## src/rtl/btn_cond_pkg.sv

```systemverilog
// Shared definitions for the two-channel push-button conditioner.
// Holds the per-channel debounce FSM state encoding.
package btn_cond_pkg;

    typedef enum logic [1:0] {
        StZero  = 2'b00,
        StWait1 = 2'b01,
        StOne   = 2'b10,
        StWait0 = 2'b11
    } db_state_e;

    localparam int unsigned DefaultDbCycles = 2000000;
    localparam int unsigned DefaultCntW     = 24;

endpackage

```

## src/rtl/debounce_ch.sv

```systemverilog
// Single push-button channel: 2-flop synchronizer, stability counter and debounce FSM
// with a registered level and a one-cycle rising-edge tick.
module debounce_ch
    import btn_cond_pkg::*;
#(
    parameter int unsigned DB_CYCLES = DefaultDbCycles,
    parameter int unsigned CNT_W     = DefaultCntW
) (
    input  logic clk,
    input  logic rst_n,
    input  logic raw,
    output logic level,
    output logic tick
);

    localparam logic [CNT_W-1:0] CntMax = CNT_W'(DB_CYCLES - 1);

    logic             sync_q;
    logic             s_q;
    db_state_e        state_q;
    logic [CNT_W-1:0] cnt_q;
    logic             level_q;
    logic             tick_q;

    // Level and tick are updated together with the state, so they rise in the
    // same cycle the FSM enters StOne.
    always_ff @(posedge clk) begin
        if (!rst_n) begin
            sync_q  <= 1'b0;
            s_q     <= 1'b0;
            state_q <= StZero;
            cnt_q   <= '0;
            level_q <= 1'b0;
            tick_q  <= 1'b0;
        end else begin
            sync_q <= raw;
            s_q    <= sync_q;
            tick_q <= 1'b0;
            case (state_q)
                StZero: begin
                    if (s_q) begin
                        state_q <= StWait1;
                        cnt_q   <= '0;
                    end
                end
                StWait1: begin
                    if (!s_q) begin
                        state_q <= StZero;
                    end else if (cnt_q == CntMax) begin
                        state_q <= StOne;
                        level_q <= 1'b1;
                        tick_q  <= 1'b1;
                    end else begin
                        cnt_q <= cnt_q + 1'b1;
                    end
                end
                StOne: begin
                    if (!s_q) begin
                        state_q <= StWait0;
                        cnt_q   <= '0;
                    end
                end
                StWait0: begin
                    if (s_q) begin
                        state_q <= StOne;
                    end else if (cnt_q == CntMax) begin
                        state_q <= StZero;
                        level_q <= 1'b0;
                    end else begin
                        cnt_q <= cnt_q + 1'b1;
                    end
                end
                default: state_q <= StZero;
            endcase
        end
    end

    assign level = level_q;
    assign tick  = tick_q;

endmodule

```

## src/rtl/btn_cond_2ch.sv

```systemverilog
// Two independent debounced push-button channels feeding the downstream FSM inputs a and b,
// each with a one-cycle press tick.
module btn_cond_2ch
    import btn_cond_pkg::*;
#(
    parameter int unsigned DB_CYCLES = DefaultDbCycles,
    parameter int unsigned CNT_W     = DefaultCntW
) (
    input  logic clk,
    input  logic rst_n,
    input  logic btn_a_raw,
    input  logic btn_b_raw,
    output logic a,
    output logic b,
    output logic a_tick,
    output logic b_tick
);

    debounce_ch #(
        .DB_CYCLES(DB_CYCLES),
        .CNT_W    (CNT_W)
    ) u_ch_a (
        .clk  (clk),
        .rst_n(rst_n),
        .raw  (btn_a_raw),
        .level(a),
        .tick (a_tick)
    );

    debounce_ch #(
        .DB_CYCLES(DB_CYCLES),
        .CNT_W    (CNT_W)
    ) u_ch_b (
        .clk  (clk),
        .rst_n(rst_n),
        .raw  (btn_b_raw),
        .level(b),
        .tick (b_tick)
    );

endmodule

```

## config.mk

```make
export PLATFORM = sky130hd
export DESIGN_NAME = btn_cond_2ch
export DESIGN_NICKNAME = d
export VERILOG_FILES = /design/src/rtl/btn_cond_pkg.sv /design/src/rtl/debounce_ch.sv /design/src/rtl/btn_cond_2ch.sv
export SDC_FILE = /design/constraint.sdc
export NUM_CORES = 1
export LEC_CHECK = 0
export ABC_CLOCK_PERIOD_IN_PS = 2700
export BUFFER_PORTS_ARGS = -buffer_cell sky130_fd_sc_hd__buf_2
export CAP_MARGIN = 25
export CORE_UTILIZATION = 55
export DETAILED_ROUTE_END_ITERATION = 7
export PLACE_DENSITY = 0.72
export SLEW_MARGIN = 20
export SYNTH_ARGS = -nofsm -noshare
export SYNTH_HDL_FRONTEND = slang
export SYNTH_SLANG_ARGS = --single-unit
```

## constraint.sdc

```tcl
create_clock -name clk -period 2.7 [get_ports clk]
set_clock_uncertainty 0.05 [all_clocks]
set_input_delay 0.675 -clock clk [delete_from_list [all_inputs] [get_ports clk]]
set_output_delay 0.675 -clock clk [all_outputs]
set_load 0.02 [all_outputs]
```

==> metrics.txt, run 1 <==
total grt overflow 0; vias in the first global route 2053; number of synthesized register bits 60; Worst Setup Start Kind register; FFs w/ async S/R, synth 0%; total track usage a little under a quarter; TNS Setup 0 ns; # DRC 0; CORE AREA 4850 sq um; Worst setup EP type register; first-pass GRT wire length between 9 and 10 mm; Post-synth EDFFs 0; Routed wire per std cell between 10 and 15 um; vias per cell slightly below 6; CP required 2.83 ns; TritonCTS Buffers 9; # port buffers 7; worst reg2reg path endpoint u_ch_b.cnt_q[7]$_SDFFE_PN0P_; Post-DRT Antenna Nets 0; sequential share of the synthesized area 42.0%; H-tree Lvls 3; CP Buf/Inv Count 0; Critical Path Slowest Stage Cell a21o_1; Yosys warning count 0; Final Max Tran Viols 0; highest clock rate around 460 MHz; Hold Buf Count CTS 0; Syn Area/Cell about 8.6 sq um; initial core utilization 58.9%; RSZ-0062 raised after global routing no; fin crit period 2.19 ns; Worst-path clk slew around 0.070 ns; crit path DAT roughly 2.3 ns; total power between 1.5 and 2 mW; Net Count, Synth 340; crit-path max FO 21; Hold Crit Class register to register; ranking of synthesized cells by area dfxtp_1 (42%), xnor2_1 (4.3%), nand2_1 (3.9%); RePlAce Congestion 0.776; worst rel slew slack about two fifths; reg2reg start u_ch_b.cnt_q[0]$_SDFFE_PN0P_; FP Rows 25; Most used DFF post-synth dfxtp_1; Clock Path Buffers 2; via count roughly 2.4k; Post-Synthesis Cells between 300 and 400; Max-Cap Viols 0; Hold Path End u_ch_a.s_q$_SDFF_PN0_; drt pass-1 iters 4; post-synthesis cell area between 2000 and 3000 sq um; area share of the largest cell type after synthesis 42.0%; Chip Height roughly 74 um; Crit path largest cell delay 0.53 ns; Synth area leader dfxtp_1; R2R Setup Slk approximately 0.5 ns; worst min-delay path startpoint u_ch_a.sync_q$_SDFF_PN0_; kind of critical path register to register; Clk Latency, worst-skew pair ~0.34 ns; period utilization 80.9%; Final HPWL DP 3.84 mm; post-synth cell types roughly 50; Top delay family on crit path simple AND/OR/NAND/NOR gates; initial antenna violation count 0; CTS tree done; peak supply drop 0.413 mV; final-report hold violation count 0; synthesis-to-finish area growth 11.0%; WHS Path Cells 1; power density over the cells between 500 and 600 nW/um^2; Die W 74.1 um; post-CTS setup buffer count 0; post_cts resized 0; largest net degree at the start of global routing 22; initial DRC count ~130; critical path cell sequence ha_1, nand2_1, nor4_1, a21o_1, or4_1, a21oi_1; Pleak 1.01 nW; io pins 8; clk root buf clkbuf_8; NumNets Final 350; Fillers between 400 and 500; number of diodes 0; layout cells sized above 1 10.0%; setup violators final 0; status complete, no violations; die area approximately 5500 sq um; Routed WL between 5 and 6 mm; clk sinks 60; worst reg2reg path depth 6; worst-margin pin slew just over 0.9 ns
cell usage after synthesis (8+ instances only):
master	n
a21oi_1	22
and2_1	8
and4_1	8
dfxtp_1	60
inv_1	9
nand2_1	30
nand3_1	14
nand4_1	9
nor2_1	27
nor3_1	13
o21ai_0	17
o31ai_1	10
or3_1	13
or4_1	10
xnor2_1	14
stage by stage:
step                      std cells  utilization (%)  hold WS (ns)  cell area (sq um)  worst slack, ns
after global placement          400             60.7         0.370               2950            0.592
after CTS                       416             65.4         0.390               3170            0.555
after floorplan                 334                -         0.362               2860            0.842
after detailed placement        400             60.7         0.372               2950            0.583
after global routing            416             65.4         0.415               3170            0.249
final                           416             65.4         0.387               3170            0.515
power breakdown:
group	leakage [nW]	total, mW	switching [mW]	internal, mW
clock	0.106	0.911	0.388	0.523
combinational	0.424	0.0508	0.0361	0.0147
sequential	0.484	0.896	0.00498	0.891
cells by family (layout without fill, tap and decap cells):
family                     after synthesis  after routing  share of synthesized area, %
AOI/OAI and AO/OA                       65             65                          13.9
xor gates and xnor gates                21             21                          6.70
adders and majority gates                2              2                         0.876
buffers and inverters                   22             37                          3.42
DFF                                     60             60                          42.0
muxes                                    4              4                          1.40
and+or+nand+nor                        160            160                          31.6
layout make-up:
cell class / instances / area, sq um / share of cell area [%]
clock buffers: 9 / 124 / 3.91
clock inverters: 7 / 101 / 3.20
multi-input cells: 252 / 1560 / 49.1
inverters: 10 / 37.5 / 1.18
repair buffers: 11 / 65.1 / 2.05
flip-flops and latches: 60 / 1200 / 37.9
well taps: 67 / 83.8 / 2.64
flip-flops by register name, indices dropped and copies added (netlist names), named ones only:
name	cells
u_ch_a.cnt_q	24
u_ch_b.level	1
u_ch_a.level	1
u_ch_a.tick	1
u_ch_a.state_q	1
u_ch_a.sync_q	1
u_ch_b.tick	1
u_ch_a.s_q	1
u_ch_b.s_q	1
u_ch_b.sync_q	1
u_ch_b.state_q	1
u_ch_b.cnt_q	24
worst max path at each step:
stage	cells after the start	to	from	slack, ns
floorplan	6	u_ch_b.cnt_q[10]$_SDFFE_PN0P_	u_ch_b.cnt_q[0]$_SDFFE_PN0P_	0.84
global placement	6	u_ch_b.cnt_q[2]$_SDFFE_PN0P_	u_ch_b.cnt_q[0]$_SDFFE_PN0P_	0.59
detailed placement	6	u_ch_b.cnt_q[5]$_SDFFE_PN0P_	u_ch_b.cnt_q[0]$_SDFFE_PN0P_	0.58
CTS	6	u_ch_b.cnt_q[7]$_SDFFE_PN0P_	u_ch_b.cnt_q[0]$_SDFFE_PN0P_	0.55
global route	6	u_ch_b.cnt_q[4]$_SDFFE_PN0P_	u_ch_b.cnt_q[0]$_SDFFE_PN0P_	0.25
finish	6	u_ch_b.cnt_q[7]$_SDFFE_PN0P_	u_ch_b.cnt_q[0]$_SDFFE_PN0P_	0.51
per-layer routing:
| layer | track usage (%) | part of all wire, % | vias up |
|---|---|---|---|
| met4 | 7.05 | 0.39 | 0 |
| met3 | 9.35 | 4.0 | 2 |
| li1 | - | - | 1246 |
| met5 | 0 | 0 | - |
| met1 | 32.8 | 53 | 1128 |
| met2 | 31.8 | 43 | 31 |
cells in the final DEF (no fill, tap or decap), types with 8 or more instances in the layout:
cell type and n:
nand4_1 9, nor3_1 13, and2_1 8, or4_1 10, clkbuf_8 9, o21ai_0 16
xnor2_1 14, and4_1 8, nand3_1 14, a21oi_1 22, or3_1 13, nand2_1 30
nor2_1 27, dfxtp_1 60, inv_1 9, o31ai_1 10
No activity file was read; power rests on OpenSTA's default activity.
==> inputs of run 2 (changes only) <==
Settings changed: ABC_AREA set to 1, ABC_CLOCK_PERIOD_IN_PS 2700 to 1910, PLACE_DENSITY 0.72 to 0.74.
Clock period 2.7 ns to 1.91 ns, I/O delays scaled along.
==> run 2 against run 1 <==
Register-to-register slack got worse by 0.38 ns. Largest cell class unchanged. Power increased by 42%. Die area increased by 25%. Critical endpoint is now u_ch_b.cnt_q[20]$_SDFFE_PN0P_. Core utilization decreased by 1.7 points. Design area increased by 27%. Combinational power increased by 85%. Highest routed layer unchanged. First-iteration DRC count increased by 60%. Synthesized cell count increased by 74%. Wire length increased by 49%.
==> metrics.txt, run 2 <==
# placed instances 662 (+66%); top cells by instance count after synthesis nand2_1 (169), nor2_1 (110), inv_1 (71); Top delay family on crit path simple AND/OR/NAND/NOR gates; worst slack, placed 0.110 ns (-0.474 ns); Fillers 585 (+43%); met2 WL post-DR 3.81 mm (+57%); Routed WL 8.44 mm (+49%); number of diodes 0 (unchanged); Hold Path End u_ch_a.sync_q$_SDFF_PN0_; CORE AREA 6310 sq um (+30%); Post-DRT Antenna Nets 0 (unchanged); peak supply drop 0.678 mV (+64%); most frequent cell after synthesis nand2_1; metal3 WL 528 um (+140%); Crit path largest cell delay 0.38 ns (-0.15 ns); Clock Path Buffers 2 (unchanged); # DRC 0 (unchanged); via count 3587 (+49%); Post-synth EDFFs 0 (unchanged); final std cells w/o fill 680 (+63%); number of synthesized register bits 60 (unchanged); worst reg2reg path depth 11 (+5); Pleak 1.45 nW (+43%); # port buffers 7 (unchanged); post-synthesis cell area 3590 sq um (+26%); most common cell after layout, fill and taps aside nand2_1; WHS 0.279 ns (-0.107 ns); reg2reg start u_ch_b.cnt_q[0]$_SDFFE_PN0P_; Yosys warning count 0 (unchanged); Clk Latency, worst-skew pair 0.33 ns (about the same); FP Rows 29 (+16%); post-place instance area 3710 sq um (+26%); WHS Path Cells 3 (+2); Top cell by count, worst path nand2_1; total grt overflow 0 (unchanged); drt pass-1 iters 5 (+1); worst rel slew slack 66.1% (+28 points); Synth area leader dfxtp_1; TritonCTS Buffers 9 (unchanged); Most used DFF post-synth dfxtp_1; register area 1200 sq um (+0.21%); power density over the cells 657 nW/um^2 (+12%); initial core utilization 56.9% (-2.0 points); Chip Height 82.8 um (+12%); FFs w/ async S/R, synth 0% (unchanged); Final Max Tran Viols 0 (unchanged); area share of the largest cell type after synthesis 33.4% (-8.6 points); most frequent cells in the layout nand2_1 (169), nor2_1 (109), inv_1 (71); status complete, no violations; Die W 82.8 um (+12%); Worst setup EP type register; Util after Layout 63.7% (-1.7 points); first-pass GRT wire length 14.5 mm (+52%); layout cells sized above 1 12.4% (+2.4 points); footprint of the multi-input gates 2060 sq um (+33%); Net Count, Synth 586 (+72%); worst reg2reg path endpoint u_ch_b.cnt_q[20]$_SDFFE_PN0P_; clk root buf clkbuf_8; largest net degree at the start of global routing 27 (+23%); H-tree Lvls 3 (unchanged); post-route cell area 4020 sq um (+27%); worst-margin pin slew 0.508 ns (-0.412 ns); TNS Setup 0 ns (unchanged); Final WS setup 0.131 ns (-0.384 ns); kind of critical path register to register; Post-Synthesis Cells 580 (+74%); vias per cell 5.28 (-8.8%); post-synth cell types 35 (-29%); worst min-delay path startpoint btn_a_raw; highest clock rate 562 MHz (+23%); final-report hold violation count 0 (unchanged); CTS tree done; initial DRC count 214 (+60%); RePlAce Congestion 0.902 (+16%); Syn Area/Cell 6.19 sq um (-28%); Worst Setup Start Kind register; initial antenna violation count 0 (unchanged); Routed wire per std cell 12.4 um (-8.6%); RSZ-0062 raised after global routing no; Top Registers u_ch_a.cnt_q x24, u_ch_b.cnt_q x24; Final HPWL DP 6.16 mm (+61%); M1 WL 4.04 mm (+35%); NumNets Final 604 (+73%); io pins 8 (unchanged); total power 2.64 mW (+42%); ranking of synthesized cells by area dfxtp_1 (33%), nand2_1 (18%), nor2_1 (11%); total track usage 25.4% (+2.3 points); clk sinks 60 (unchanged); CP Buf/Inv Count 1 (+1); Max-Cap Viols 0 (unchanged); Worst-path clk slew 0.07 ns (about the same); period utilization 93.2% (+12 points); die area 6860 sq um (+25%); fin crit period 1.78 ns (-0.406 ns); setup violators final 0 (unchanged); critical path cell sequence ha_2, nand2_2, nor2_2, nand3_2, nor2_4, nand3_4, buf_6, nand3_1, nand2_1, nand2_1, nor2_1; synthesis-to-finish area growth 12.1%; top routing layer used met4; Critical Path Slowest Stage Cell dfxtp_1; sequential share of the synthesized area 33.4% (-8.6 points); vias in the first global route 3232 (+57%); CP required 2.09 ns (-0.74 ns); crit-path max FO 22 (+4.8%); Hold Crit Class input port to register; R2R Setup Slk 0.13 ns (-0.38 ns); crit path DAT 1.96 ns (-0.36 ns)
-- run 2: changes by cell type after synthesis, sizes merged, moves of 10 or more --
| cell | delta |
|---|---|
| inv | +65 |
| nand2 | +142 |
| nand3 | +32 |
| nor2 | +90 |
| o31ai | -11 |
| or3 | -13 |
| or4 | -10 |
| xnor2 | -13 |
-- run 2: worst max-delay path by stage --
stage,startpoint,endpoint,slack [ns],depth (start not counted)
2_1_floorplan,u_ch_b.cnt_q[0]$_SDFFE_PN0P_,u_ch_b.cnt_q[15]$_SDFFE_PN0P_,0.32,11
3_3_place_gp,u_ch_a.cnt_q[1]$_SDFFE_PN0P_,u_ch_a.cnt_q[22]$_SDFFE_PN0P_,0.14,8
3_5_place_dp,u_ch_b.cnt_q[0]$_SDFFE_PN0P_,u_ch_b.cnt_q[20]$_SDFFE_PN0P_,0.11,11
4_1_cts,u_ch_a.cnt_q[1]$_SDFFE_PN0P_,u_ch_a.cnt_q[18]$_SDFFE_PN0P_,0.09,9
5_1_grt,u_ch_b.cnt_q[0]$_SDFFE_PN0P_,u_ch_b.cnt_q[16]$_SDFFE_PN0P_,0.0005,11
6_report,u_ch_b.cnt_q[0]$_SDFFE_PN0P_,u_ch_b.cnt_q[20]$_SDFFE_PN0P_,0.13,11
-- run 2: logic make-up (layout without fill, tap and decap cells) --
kind of cell    Yosys count  count (layout)  synth area share (%)
simple gates            382             382                  46.4
buf+inv                  88             111                  10.8
flops                    60              60                  33.4
compound gates           38              38                  6.13
xor+xnor                 10              10                  2.44
fa+ha+maj                 2               2                 0.697
-- run 2: final cells by class --
class                      instances  share of cell area [%]
sequential                        60                    29.9
inverter                          74                    6.97
tap                               77                    2.39
clock inverter                     7                    2.46
timing repair buffer              21                    3.89
multi-input combinational        432                    51.3
clock buffer                       9                    3.08
-- run 2: routing by layer --
layer / global-route usage [%] / vias to the layer above
met5: 0 / -
met4: 7.37 / 0
met3: 4.57 / 12
met2: 39.5 / 110
met1: 36.0 / 1617
li1: - / 1848
-- run 2: report_power, final --
part | total, mW | internal, mW | switching (mW)
sequential | 1.26 | 1.26 | 0.00485
combinational | 0.0941 | 0.0262 | 0.0679
clock | 1.29 | 0.744 | 0.544
total | 2.64 | 2.03 | 0.616
-- run 2: timing repair --
action / 4_1_cts / 5_1_grt
setup buffers: 0 / 2
setup endpoints to repair: 0 / 20
hold buffers: 0 / 0
resized for setup: 0 / 18
-- run 2: worst register-to-register path, delay by kind of cell, from the launching register on --
family	cells	cell delay, ns
buffers and inverters	1	0.20
AND/OR/NAND/NOR	9	0.84
flip-flops	1	0.38
adder cells (fa/ha/maj)	1	0.23
